[src/rtl/cpu_pkg.sv]
// Shared CPU definitions: bus width and memory-interface FSM state encoding.
package cpu_pkg;

  localparam int unsigned DATA_W = 32;

  typedef enum logic [1:0] {
    MEM_IDLE    = 2'd0,
    MEM_RD_WAIT = 2'd1,
    MEM_WR_WAIT = 2'd2,
    MEM_DONE    = 2'd3
  } mem_state_t;

endpackage

[src/rtl/mem_timeout_counter.sv]
// Wait-cycle counter for RAM transactions; expire flags the last permitted wait cycle.
module mem_timeout_counter #(
  parameter int unsigned TIMEOUT = 15
) (
  input  logic clock,
  input  logic reset,
  input  logic clear,
  input  logic enable,
  output logic expire
);

  localparam int unsigned CW = $clog2(TIMEOUT + 1);

  logic [CW-1:0] count;

  // Saturates at TIMEOUT-1 so an unattended counter never wraps back to zero.
  always_ff @(posedge clock) begin
    if (reset || clear) begin
      count <= '0;
    end else if (enable && !expire) begin
      count <= count + 1'b1;
    end
  end

  assign expire = (count == CW'(TIMEOUT - 1));

endmodule

[src/rtl/mem_bus_interface.sv]
// MAR/MDR registers and RAM read/write handshake with variable-latency ack and timeout.
module mem_bus_interface #(
  parameter int unsigned ADDR_W  = 9,
  parameter int unsigned DATA_W  = 32,
  parameter int unsigned TIMEOUT = 15
) (
  input  logic              clock,
  input  logic              reset,
  input  logic [DATA_W-1:0] bus_in,
  input  logic              mari,
  input  logic              mdri,
  input  logic              mdro,
  input  logic              rd_req,
  input  logic              wr_req,
  output logic [DATA_W-1:0] mdr_bus,
  output logic [DATA_W-1:0] mar_q,
  output logic              busy,
  output logic              done,
  output logic              err,
  output logic [ADDR_W-1:0] mem_addr,
  output logic [DATA_W-1:0] mem_wdata,
  output logic              mem_rd,
  output logic              mem_wr,
  input  logic [DATA_W-1:0] mem_rdata,
  input  logic              mem_ack
);

  import cpu_pkg::*;

  mem_state_t        state;
  logic [DATA_W-1:0] mar;
  logic [DATA_W-1:0] mdr;
  logic              rd_last;
  logic              in_wait;
  logic              accept;
  logic              expire;

  assign in_wait = (state == MEM_RD_WAIT) || (state == MEM_WR_WAIT);
  assign accept  = !in_wait && (rd_req || wr_req);

  mem_timeout_counter #(
    .TIMEOUT(TIMEOUT)
  ) u_timeout (
    .clock (clock),
    .reset (reset),
    .clear (accept),
    .enable(in_wait && !mem_ack),
    .expire(expire)
  );

  always_ff @(posedge clock) begin
    if (reset) begin
      state   <= MEM_IDLE;
      mar     <= '0;
      mdr     <= '0;
      rd_last <= 1'b0;
      busy    <= 1'b0;
      done    <= 1'b0;
      err     <= 1'b0;
      mem_rd  <= 1'b0;
      mem_wr  <= 1'b0;
    end else begin
      done <= 1'b0;
      if (mari && !in_wait) begin
        mar <= bus_in;
      end
      // Read data captured on the ack edge wins over a bus load in the following DONE cycle.
      if (mdri && !in_wait && !(state == MEM_DONE && rd_last)) begin
        mdr <= bus_in;
      end
      case (state)
        MEM_IDLE, MEM_DONE: begin
          if (rd_req) begin
            state  <= MEM_RD_WAIT;
            mem_rd <= 1'b1;
            busy   <= 1'b1;
            err    <= 1'b0;
          end else if (wr_req) begin
            state  <= MEM_WR_WAIT;
            mem_wr <= 1'b1;
            busy   <= 1'b1;
            err    <= 1'b0;
          end else begin
            state <= MEM_IDLE;
          end
        end
        MEM_RD_WAIT: begin
          if (mem_ack) begin
            mdr     <= mem_rdata;
            state   <= MEM_DONE;
            done    <= 1'b1;
            busy    <= 1'b0;
            mem_rd  <= 1'b0;
            rd_last <= 1'b1;
          end else if (expire) begin
            state  <= MEM_IDLE;
            err    <= 1'b1;
            busy   <= 1'b0;
            mem_rd <= 1'b0;
          end
        end
        MEM_WR_WAIT: begin
          if (mem_ack) begin
            state   <= MEM_DONE;
            done    <= 1'b1;
            busy    <= 1'b0;
            mem_wr  <= 1'b0;
            rd_last <= 1'b0;
          end else if (expire) begin
            state  <= MEM_IDLE;
            err    <= 1'b1;
            busy   <= 1'b0;
            mem_wr <= 1'b0;
          end
        end
        default: state <= MEM_IDLE;
      endcase
    end
  end

  assign mar_q     = mar;
  assign mem_addr  = mar[ADDR_W-1:0];
  assign mem_wdata = mdr;
  assign mdr_bus   = mdro ? mdr : '0;

endmodule

[config.mk]
export PLATFORM = sky130hd
export DESIGN_NAME = mem_bus_interface
export DESIGN_NICKNAME = d
export VERILOG_FILES = /design/src/rtl/cpu_pkg.sv /design/src/rtl/mem_timeout_counter.sv /design/src/rtl/mem_bus_interface.sv
export SDC_FILE = /design/constraint.sdc
export NUM_CORES = 1
export LEC_CHECK = 0
export CAP_MARGIN = 20
export CORE_MARGIN = 4
export CORE_UTILIZATION = 37
export CTS_BUF_LIST = sky130_fd_sc_hd__clkbuf_2
export CTS_CLUSTER_DIAMETER = 120
export DETAILED_ROUTE_END_ITERATION = 6
export HOLD_SLACK_MARGIN = 0.1
export PLACE_DENSITY = 0.86
export SLEW_MARGIN = 20
export SYNTH_ARGS = -nofsm -noshare
export SYNTH_HDL_FRONTEND = slang
export SYNTH_HIERARCHICAL = 1
export SYNTH_SLANG_ARGS = --single-unit
export TNS_END_PERCENT = 1
[constraint.sdc]
create_clock -name clock -period 1.8 [get_ports clock]
set_input_delay 0.36 -clock clock [delete_from_list [all_inputs] [get_ports clock]]
set_output_delay 0.36 -clock clock [all_outputs]
set_load 0.02 [all_outputs]
* Yosys cells after proc, flatten, opt, wreduce, memory -nomap -nowiden
Cells that the tools add are included.
** Word-level totals
- Flip-flop bits (word level) :: 76
- Input bits :: 72
- Output and inout bits :: 110
- Word-level logic and storage cells :: 80
** Cells by class
- Add/sub/neg operators :: 1
- Equality and inequality tests :: 15
- Multiplexer cells :: 27
- Bitwise logic cells :: 1
- Reduce and logical (&&, ||, !) cells :: 26
** Operators by type and width (count)
- $mux 32 :: 4
- $mux 1 :: 13
- $ne 2x2->1 const B :: 6
- $pmux 1 s2 :: 5
- $reduce_and 3->1 :: 3
- $mux 2 :: 4
- $logic_and 1x1->1 :: 7
- $ne 3x2->1 const B :: 2
- $reduce_bool 2->1 :: 3
- $reduce_or 2->1 :: 3
- $add 4x1->4 const B :: 1
- $eq 2x2->1 const B :: 2
- $eq 4x4->1 const B :: 1
- $logic_not 1->1 :: 4
- $pmux 2 s2 :: 1
- $reduce_and 4->1 :: 1
- $logic_or 1x1->1 :: 3
- $ne 3x1->1 const B :: 1
- $ne 3x3->1 const B :: 1
- $eq 2x1->1 const B :: 1
- $logic_not 2->1 :: 1
- $ne 2x1->1 const B :: 1
- $reduce_and 2->1 :: 1
- $not 1->1 :: 1

* Logic depth before layout (Yosys ltp)
Gate-level depths: netlist of run 1.
- Depth after elaboration :: 8
- Gate-level depth with buffers :: 8
- Gate-level depth less buffers :: 7

* Modules after synthesis
Netlist of run 1, hierarchy kept.
** By module, submodules not included
- mem_bus_interface :: instances 1, cells an instance 416, area an instance 3274.4 um^2, sequential area each 1441.4 um^2
- mem_timeout_counter :: instances 1, cells an instance 24, area an instance 216.5 um^2, sequential area each 80.1 um^2

* Worst setup path after synthesis of run 1
No wires, ideal clock.
- Path type :: register to register
- From :: register state[0]
- To :: register u_timeout.count[3]
- Setup time :: 126 ps
- Data arrival time :: 1650 ps
- Required time :: 1674 ps
- Setup slack :: 24 ps
- Cell stages (with the launch flop) :: 8
- Path buffers :: 1
- Clock period less this slack :: 1776 ps
- Cells stage by stage :: dfxtp_1 inv_1 ha_1 buf_2 nor2_1 nand4_1 o211ai_1 o41ai_1
** Between the ends
- Longest elaborated chain between the ends :: 5
- Elaborated cells on any way between the ends :: 8
- Classes of those cells :: eq/ne (2); reduce/logical (6)
** Ends and longest elaborated chain
- start: declaration :: RTL line mem_bus_interface.sv:30 : mem_state_t state;
- start signal: assignment :: RTL line mem_bus_interface.sv:53 : state <= MEM_IDLE;
- start signal: assignment :: RTL line mem_bus_interface.sv:74 : state <= MEM_RD_WAIT;
- start signal: assignment :: RTL line mem_bus_interface.sv:79 : state <= MEM_WR_WAIT;
- $eq 2x1->1 or $eq 2x2->1 (tied branches) :: RTL line mem_bus_interface.sv:38 : assign in_wait = (state == MEM_RD_WAIT) || (state == MEM_WR_WAIT);
- $logic_or 1x1->1 (*) :: RTL line mem_bus_interface.sv:38
- $logic_not 1->1 :: RTL line mem_bus_interface.sv:39 : assign accept = !in_wait && (rd_req || wr_req);
- $logic_and 1x1->1 :: RTL line mem_bus_interface.sv:39
- $logic_or 1x1->1 :: RTL line mem_timeout_counter.sv:18 : if (reset || clear) begin
- end signal: assignment :: RTL line mem_timeout_counter.sv:21 : count <= count + 1'b1;
- end: declaration :: RTL line mem_timeout_counter.sv:14 : logic [CW-1:0] count;
Mark *: on every way between the ends. The rest lies on a longest branch, timed or not.
A chain may end at the register's enable or synchronous reset.

* Final worst setup path of run 1
- From :: input port mdro
- To :: output port mdr_bus[25]
** Between the ends
- Longest elaborated chain between the ends :: 1
** Ends and longest elaborated chain
- start: declaration :: RTL line mem_bus_interface.sv:12 : input logic mdro,
- $mux 32 :: RTL line mem_bus_interface.sv:124 : assign mdr_bus = mdro ? mdr : '0;
- end: declaration :: RTL line mem_bus_interface.sv:15 : output logic [DATA_W-1:0] mdr_bus,
No other way between the ends.

==> flow_summary.toml, run 1 <==
[floorplan]
io_pins = 182
fp-row-count = 35
floorplan.die.width_microns = 105.1
floorplan.die.height_microns = 105.1
die_area_sq_um = 11050
core_footprint_sq_um = 9196
start_util_pct = 37.96

[cts]
cts_post_setup_buffers_inserted = 0
clock_latency_ns = 0.51
root_buffer = "clkbuf_2"
number_of_h_tree_branching_levels = 3
cts_tree = "done"
clockBufferDepth = 2
cts.clk_slew.worst_paths_ns = 0.21
tritoncts.num_buffers = 9
clock_sink_count = 76

[drt]
drt_pass1_iterations = 5
totalWireLength_microns = 12050
route.detailed.drc = 0
first_iter_violations = 196
route.detailed.wl_per_inst_microns = 16.72
per_cell_via_count_in_the_routed_design = 5.337
total_vias_in_the_final_route = 3848
remaining_antenna_violation_count = 0

[sta]
finalWorstPathRequiredPeriod_ns = 1.754
worst_clock_skew_ns = 0.05668
relSlewSlack_pct = 72.86
tns_ns = 0
timing.final.setup_violations = 0
fmax_mhz = 570.2
rsz_0062_raised_after_global_routing = "false"
slew_viol_final = 0
layout_worst_path_cycle_share_pct = 97.43
tightest_slew_ns = 0.4072
final-hold-violation-count = 0

[placed_design]
gp_congestion = 0.7985
dpl_cell_area_sq_um = 5418
buffer_ports.inserted = 181
detailedPlacementHpwl_microns = 8995

[logic_synthesis]
synth_nets = 517
seq_area_frac_synth_pct = 43.58
postSynthRegisterBits = 76
post_synthesis_cells = 440
syn-mean-instance-area_sq_um = 7.934
yosysUniqueCellTypes = 36
synth.cell_area_sq_um = 3491
yosysWarningCount = 6

[pwr]
total_switching_power_mw = 2.200
comb_power_share_pct = 41.5
finalPower_mw = 5.589
swShare_pct = 39.36
total_leakage_power_nw = 2.403
p_int_mw = 3.389
power.ir.vdd_worst_v = 0.0005578
seq_power_share_pct = 38.8
p_clk_share_pct = 19.7
power.density_cell_area_nw_per_um2 = 1049

[worst_setup_path]
data_arrival_time_of_the_worst_path_ns = 1.39
cp_data_required_time_ns = 1.44
worst_setup_path_end_kind = "output port"
start_kind = "input pin"
timing_worst_setup_path_type = "input pin to output port"
crit_fanout = 32

[global_routing]
first_global_vias = 3881
grt_antenna_before_repair = 0
first_pass_grt_wire_length_microns = 19410
grt_usage_pct = 21.55
grt_start_max_net_pins = 38
grt_remaining_overflow = 0

[outcome]
status = "completed"

[finish]
nets = 682
postLayoutCellArea_sq_um = 5328
layout-area-overhead-vs-synth_pct = 52.62
drive_above_1_share_pct = 13.77
antenna_cells = 0

[worst_hold_path]
min_path_type = "input pin to register"

[flow_run]
timing.max_cap.violations = 0
final cells by class:
type / count / area, sq um
well taps: 111 / 138.9
repair buffers: 202 / 1794
flip-flops and latches: 76 / 1523
multi-input cells: 310 / 1707
clock buffers: 9 / 45.04
fillers: 842 / 3869
inverters: 6 / 22.52
clock inverters: 7 / 97.59
timing repair:
| action | CTS | global route |
|---|---|---|
| cloned | 0 | 0 |
| resized for setup | 207 | 5 |
| setup endpoints to repair | 115 | 28 |
| hold buffers | 0 | 0 |
synth_stat cells:
master | count | area share (%)
nand3_2 | 1 | 0.29
clkbuf_1 | 14 | 1.5
and2_1 | 35 | 6.3
inv_1 | 5 | 0.54
dfxtp_1 | 76 | 44
a22oi_1 | 1 | 0.22
a21boi_1 | 1 | 0.22
nand2_1 | 71 | 7.6
or3b_1 | 1 | 0.25
a21o_2 | 1 | 0.25
nor2_1 | 39 | 4.2
buf_1 | 2 | 0.22
nor4_2 | 1 | 0.36
o21ai_1 | 4 | 0.57
ha_1 | 5 | 1.8
o211ai_1 | 2 | 0.43
o41ai_1 | 1 | 0.25
buf_6 | 3 | 0.97
buf_2 | 18 | 2.6
a211oi_1 | 1 | 0.22
inv_2 | 1 | 0.11
o21ai_0 | 32 | 4.6
nand3_1 | 35 | 5.0
a221oi_1 | 2 | 0.50
nand2b_1 | 3 | 0.54
a31oi_1 | 1 | 0.18
buf_4 | 10 | 2.2
a311oi_1 | 30 | 7.5
nor2_2 | 1 | 0.18
nand2_2 | 1 | 0.18
a311oi_2 | 2 | 0.86
nor3b_1 | 1 | 0.22
a21oi_1 | 36 | 5.2
clkbuf_2 | 1 | 0.14
nor3_1 | 1 | 0.14
nand4_1 | 1 | 0.18
flip-flops by register name, summed over array words and instances, names as in the netlist:
register	flops
mar_q	32
mem_wdata	32
u_timeout/count	4
state	2
busy	1
done	1
err	1
mem_rd	1
mem_wr	1
rd_last	1
worst max-delay path, stage by stage:
cell and delay (ns):
clkdlybuf4s50_1 0.51, buf_12 0.18, and2_1 0.16, buf_2 0.18
cells by family after synthesis:
kind of cell | synth area share, %
adder cells (fa/ha/maj) | 1.792
AND/OR/NAND/NOR | 25.45
flip-flops | 43.58
buffers and inverters | 8.208
AO/OA/AOI/OAI | 20.97
metal layers:
layer	up-vias	GRT usage, %	wire length, microns	part of all wire (%)
met3	27	5.312	1074	8.9
met2	195	37.31	5760	48
li1	1842	-	-	-
met5	-	0	0	0
met1	1784	25.53	4942	41
met4	0	8.435	274	2.3
final timing paths:
path             start                  to  slack [ns]  cells after the start
max               mdro         mdr_bus[25]        0.05                      4
min              reset  u_timeout/count[0]        0.22                      3
max reg2reg   state[0]       mem_wdata[24]        0.14                      6
min reg2reg  mar_q[19]           mar_q[19]        0.46                      2
power groups by stage:
stage	Combinational (mW)	Clock (mW)	Sequential, mW
after floorplan	1.07	0	2.49
after global placement	2.52	0	2.20
after detailed placement	2.58	0	2.21
after CTS	2.31	1.14	2.17
after global routing	2.51	1.21	2.21
final	2.32	1.10	2.17
per-stage QoR:
stage                     setup slack (ns)  hold slack [ns]  cells  utilization (%)
final                              0.04627           0.2242    721            57.93
after detailed placement           -0.4003           0.4462    705            58.91
after floorplan                    0.02424           0.4335    440                -
after global routing              0.007635           0.1854    721            57.93
after global placement             -0.3534           0.4415    705            58.91
after CTS                          0.02547           0.1563    721            57.69
cells in the final DEF, fill, tap and decap left out, drive strengths merged, types with 2 or more instances in the layout:
cell and count:
a311oi 32, nand2 72, ha 5, inv 8, dfxtp 76, clkbuf 9, clkinvlp 2, nand3 36
nor2 40, a21oi 36, a221oi 2, o21ai 36, buf 54, o211ai 2, bufinv 2, dlygate4sd2 78
clkdlybuf4s50 70, and2 35, nand2b 3
No activity file was read; power rests on OpenSTA's default activity.
==> run 2, diff against run 1 <==
Settings changed: CELL_PAD_IN_SITES_DETAIL_PLACEMENT set to 2, CELL_PAD_IN_SITES_GLOBAL_PLACEMENT set to 2, CORE_UTILIZATION 37 to 19, CTS_CLUSTER_DIAMETER 120 to 200, PLACE_DENSITY 0.86 to 0.84.
==> run 2 against run 1 <==
  * Worst setup slack better by 0.037 ns
  * Utilization shrank 28 points
  * Highest routed layer unchanged
  * Register-to-register slack worse by 0.06 ns
  * Clock-buffer cell count is the same
==> flow_summary.toml, run 2 (same netlist as run 1, synthesis figures left out) <==
[sta]
final.setup.worst_slack_ns = 0.08319
timing.hold.ws_ns = 0.2785
final-hold-violation-count = 0
timing.final.setup_violations = 0
tns_ns = 0
layout_worst_path_cycle_share_pct = 95.38
relSlewSlack_pct = 73.86
fmax_mhz = 582.5
slew_viol_final = 0
rsz_0062_raised_after_global_routing = "true"
finalWorstPathRequiredPeriod_ns = 1.717
tightest_slew_ns = 0.3921
worst_clock_skew_ns = 0.04194

[cts]
clock_latency_ns = 0.56
number_of_h_tree_branching_levels = 3
cts.clk_slew.worst_paths_ns = 0.24
root_buffer = "clkbuf_2"
clock_sink_count = 76
cts_hold_repair.buffers = 0
tritoncts.num_buffers = 9
clockBufferDepth = 2
cts_tree = "done"

[worst_hold_path]
min_path_type = "input pin to register"
hold_depth = 3

[worst_setup_path]
ff2ff_path_depth = 6
max_stage_delay_ns = 0.42
data_arrival_time_of_the_worst_path_ns = 2.17
critical_path.n_buffers_inverters = 2
crit_fanout = 32
timing_worst_setup_path_type = "register to register"
crit_path_leading_delay_family = "flip-flops"
cp_data_required_time_ns = 2.25
worst_setup_path_end_kind = "register"
worstPathCellList = "inv_1 -> ha_1 -> and2_1 -> buf_12 -> nand3_1 -> a311oi_1"
start_kind = "register"
critPathSlowestCell = "dfxtp_4"
crit_cells = 6

[finish]
antenna_cells = 0
final_util_pct = 30.38
most-common-layout-cells = "nand2_1, dfxtp_1, clkdlybuf4s50_1, dlygate4sd2_1, nor2_1"
layout-area-overhead-vs-synth_pct = 56.85
num-fill-cells = 2092
drive_above_1_share_pct = 14.31
nets = 680

[drt]
total_vias_in_the_final_route = 3924
remaining_antenna_violation_count = 0
first_iter_violations = 100
route.detailed.drc = 0
route.detailed.wl_per_inst_microns = 19.22
drt_pass1_iterations = 4
totalWireLength_microns = 16090
per_cell_via_count_in_the_routed_design = 4.688

[floorplan]
floorplan.die.width_microns = 143.5
io_pins = 182
start_util_pct = 19.37
core_footprint_sq_um = 18020
floorplan.die.height_microns = 143.5
die_area_sq_um = 20610
fp-row-count = 49

[flow_run]
timing.max_cap.violations = 0

[pwr]
total_switching_power_mw = 2.348
power.density_cell_area_nw_per_um2 = 1028
swShare_pct = 41.73
comb_power_share_pct = 43.5
finalPower_mw = 5.628
total_leakage_power_nw = 2.321
p_int_mw = 3.279
seq_power_share_pct = 39.1
p_clk_share_pct = 17.3
power.ir.vdd_worst_v = 0.0003665

[global_routing]
first_pass_grt_wire_length_microns = 24840
grt_usage_pct = 15.50
grt_antenna_before_repair = 0
first_global_vias = 4447
grt_start_max_net_pins = 76
grt_remaining_overflow = 0

[placed_design]
buffer_ports.inserted = 181
detailedPlacementHpwl_microns = 11740
place_ws_ns = -0.4707
gp_congestion = 0.7929

[outcome]
status = "completed"
run 2: area by class of cell:
| type | instances | area (sq um) | area share [%] |
|---|---|---|---|
| Multi-Input combinational cell | 310 | 1693 | 30.92 |
| Clock inverter | 7 | 67.56 | 1.234 |
| Tap cell | 229 | 286.5 | 5.233 |
| Inverter | 6 | 22.52 | 0.4113 |
| Clock buffer | 9 | 45.04 | 0.8227 |
| Sequential cell | 76 | 1530 | 27.95 |
| Timing Repair Buffer | 200 | 1831 | 33.43 |
run 2: metrics by stage:
stage                     cells  cell area, sq um
after CTS                   836              5433
after global routing        837              5475
after floorplan             440              3491
after detailed placement    820              5568
final                       837              5475
after global placement      820              5568
run 2: power by group through the flow:
| stage | Combinational [mW] | Clock (mW) | Sequential [mW] |
|---|---|---|---|
| 4_1_cts | 2.46 | 1.04 | 2.21 |
| 6_report | 2.45 | 0.976 | 2.20 |
| 3_5_place_dp | 2.72 | 0 | 2.25 |
| 2_1_floorplan | 1.07 | 0 | 2.49 |
| 3_3_place_gp | 2.61 | 0 | 2.22 |
| 5_1_grt | 2.66 | 1.10 | 2.26 |
run 2: final timing paths:
path | slack, ns | to | start
setup / recovery | 0.08 | mem_wdata[31] | state[0]
hold / removal | 0.28 | err | reset
setup reg to reg | 0.08 | mem_wdata[31] | state[0]
hold reg to reg | 0.48 | mar_q[14] | mar_q[14]
run 2: what timing repair did:
action / in CTS / in global routing
gates resized for setup: 213 / 39
endpoints found under the setup margin: 113 / 77
hold endpoints to repair: 0 / 0
cloned: 0 / 0
buffers inserted: 0 / 1
pin swaps: 0 / 1
run 2: layer usage:
| layer | GRT usage (%) | vias to the layer above | part of all wire (%) | wire, microns |
|---|---|---|---|---|
| met5 | 0 | - | 0 | 0 |
| met4 | 3.271 | 0 | 0.87 | 140 |
| met3 | 4.559 | 12 | 7.4 | 1193 |
| met2 | 28.40 | 141 | 50 | 8063 |
| met1 | 17.86 | 1929 | 42 | 6692 |
| li1 | - | 1842 | - | - |
run 2: worst register-to-register path, cell delays in order, from the launching register on:
cell,delay (ns)
dfxtp_4,0.42
inv_1,0.04
ha_1,0.34
and2_1,0.19
buf_12,0.22
nand3_1,0.14
a311oi_1,0.28
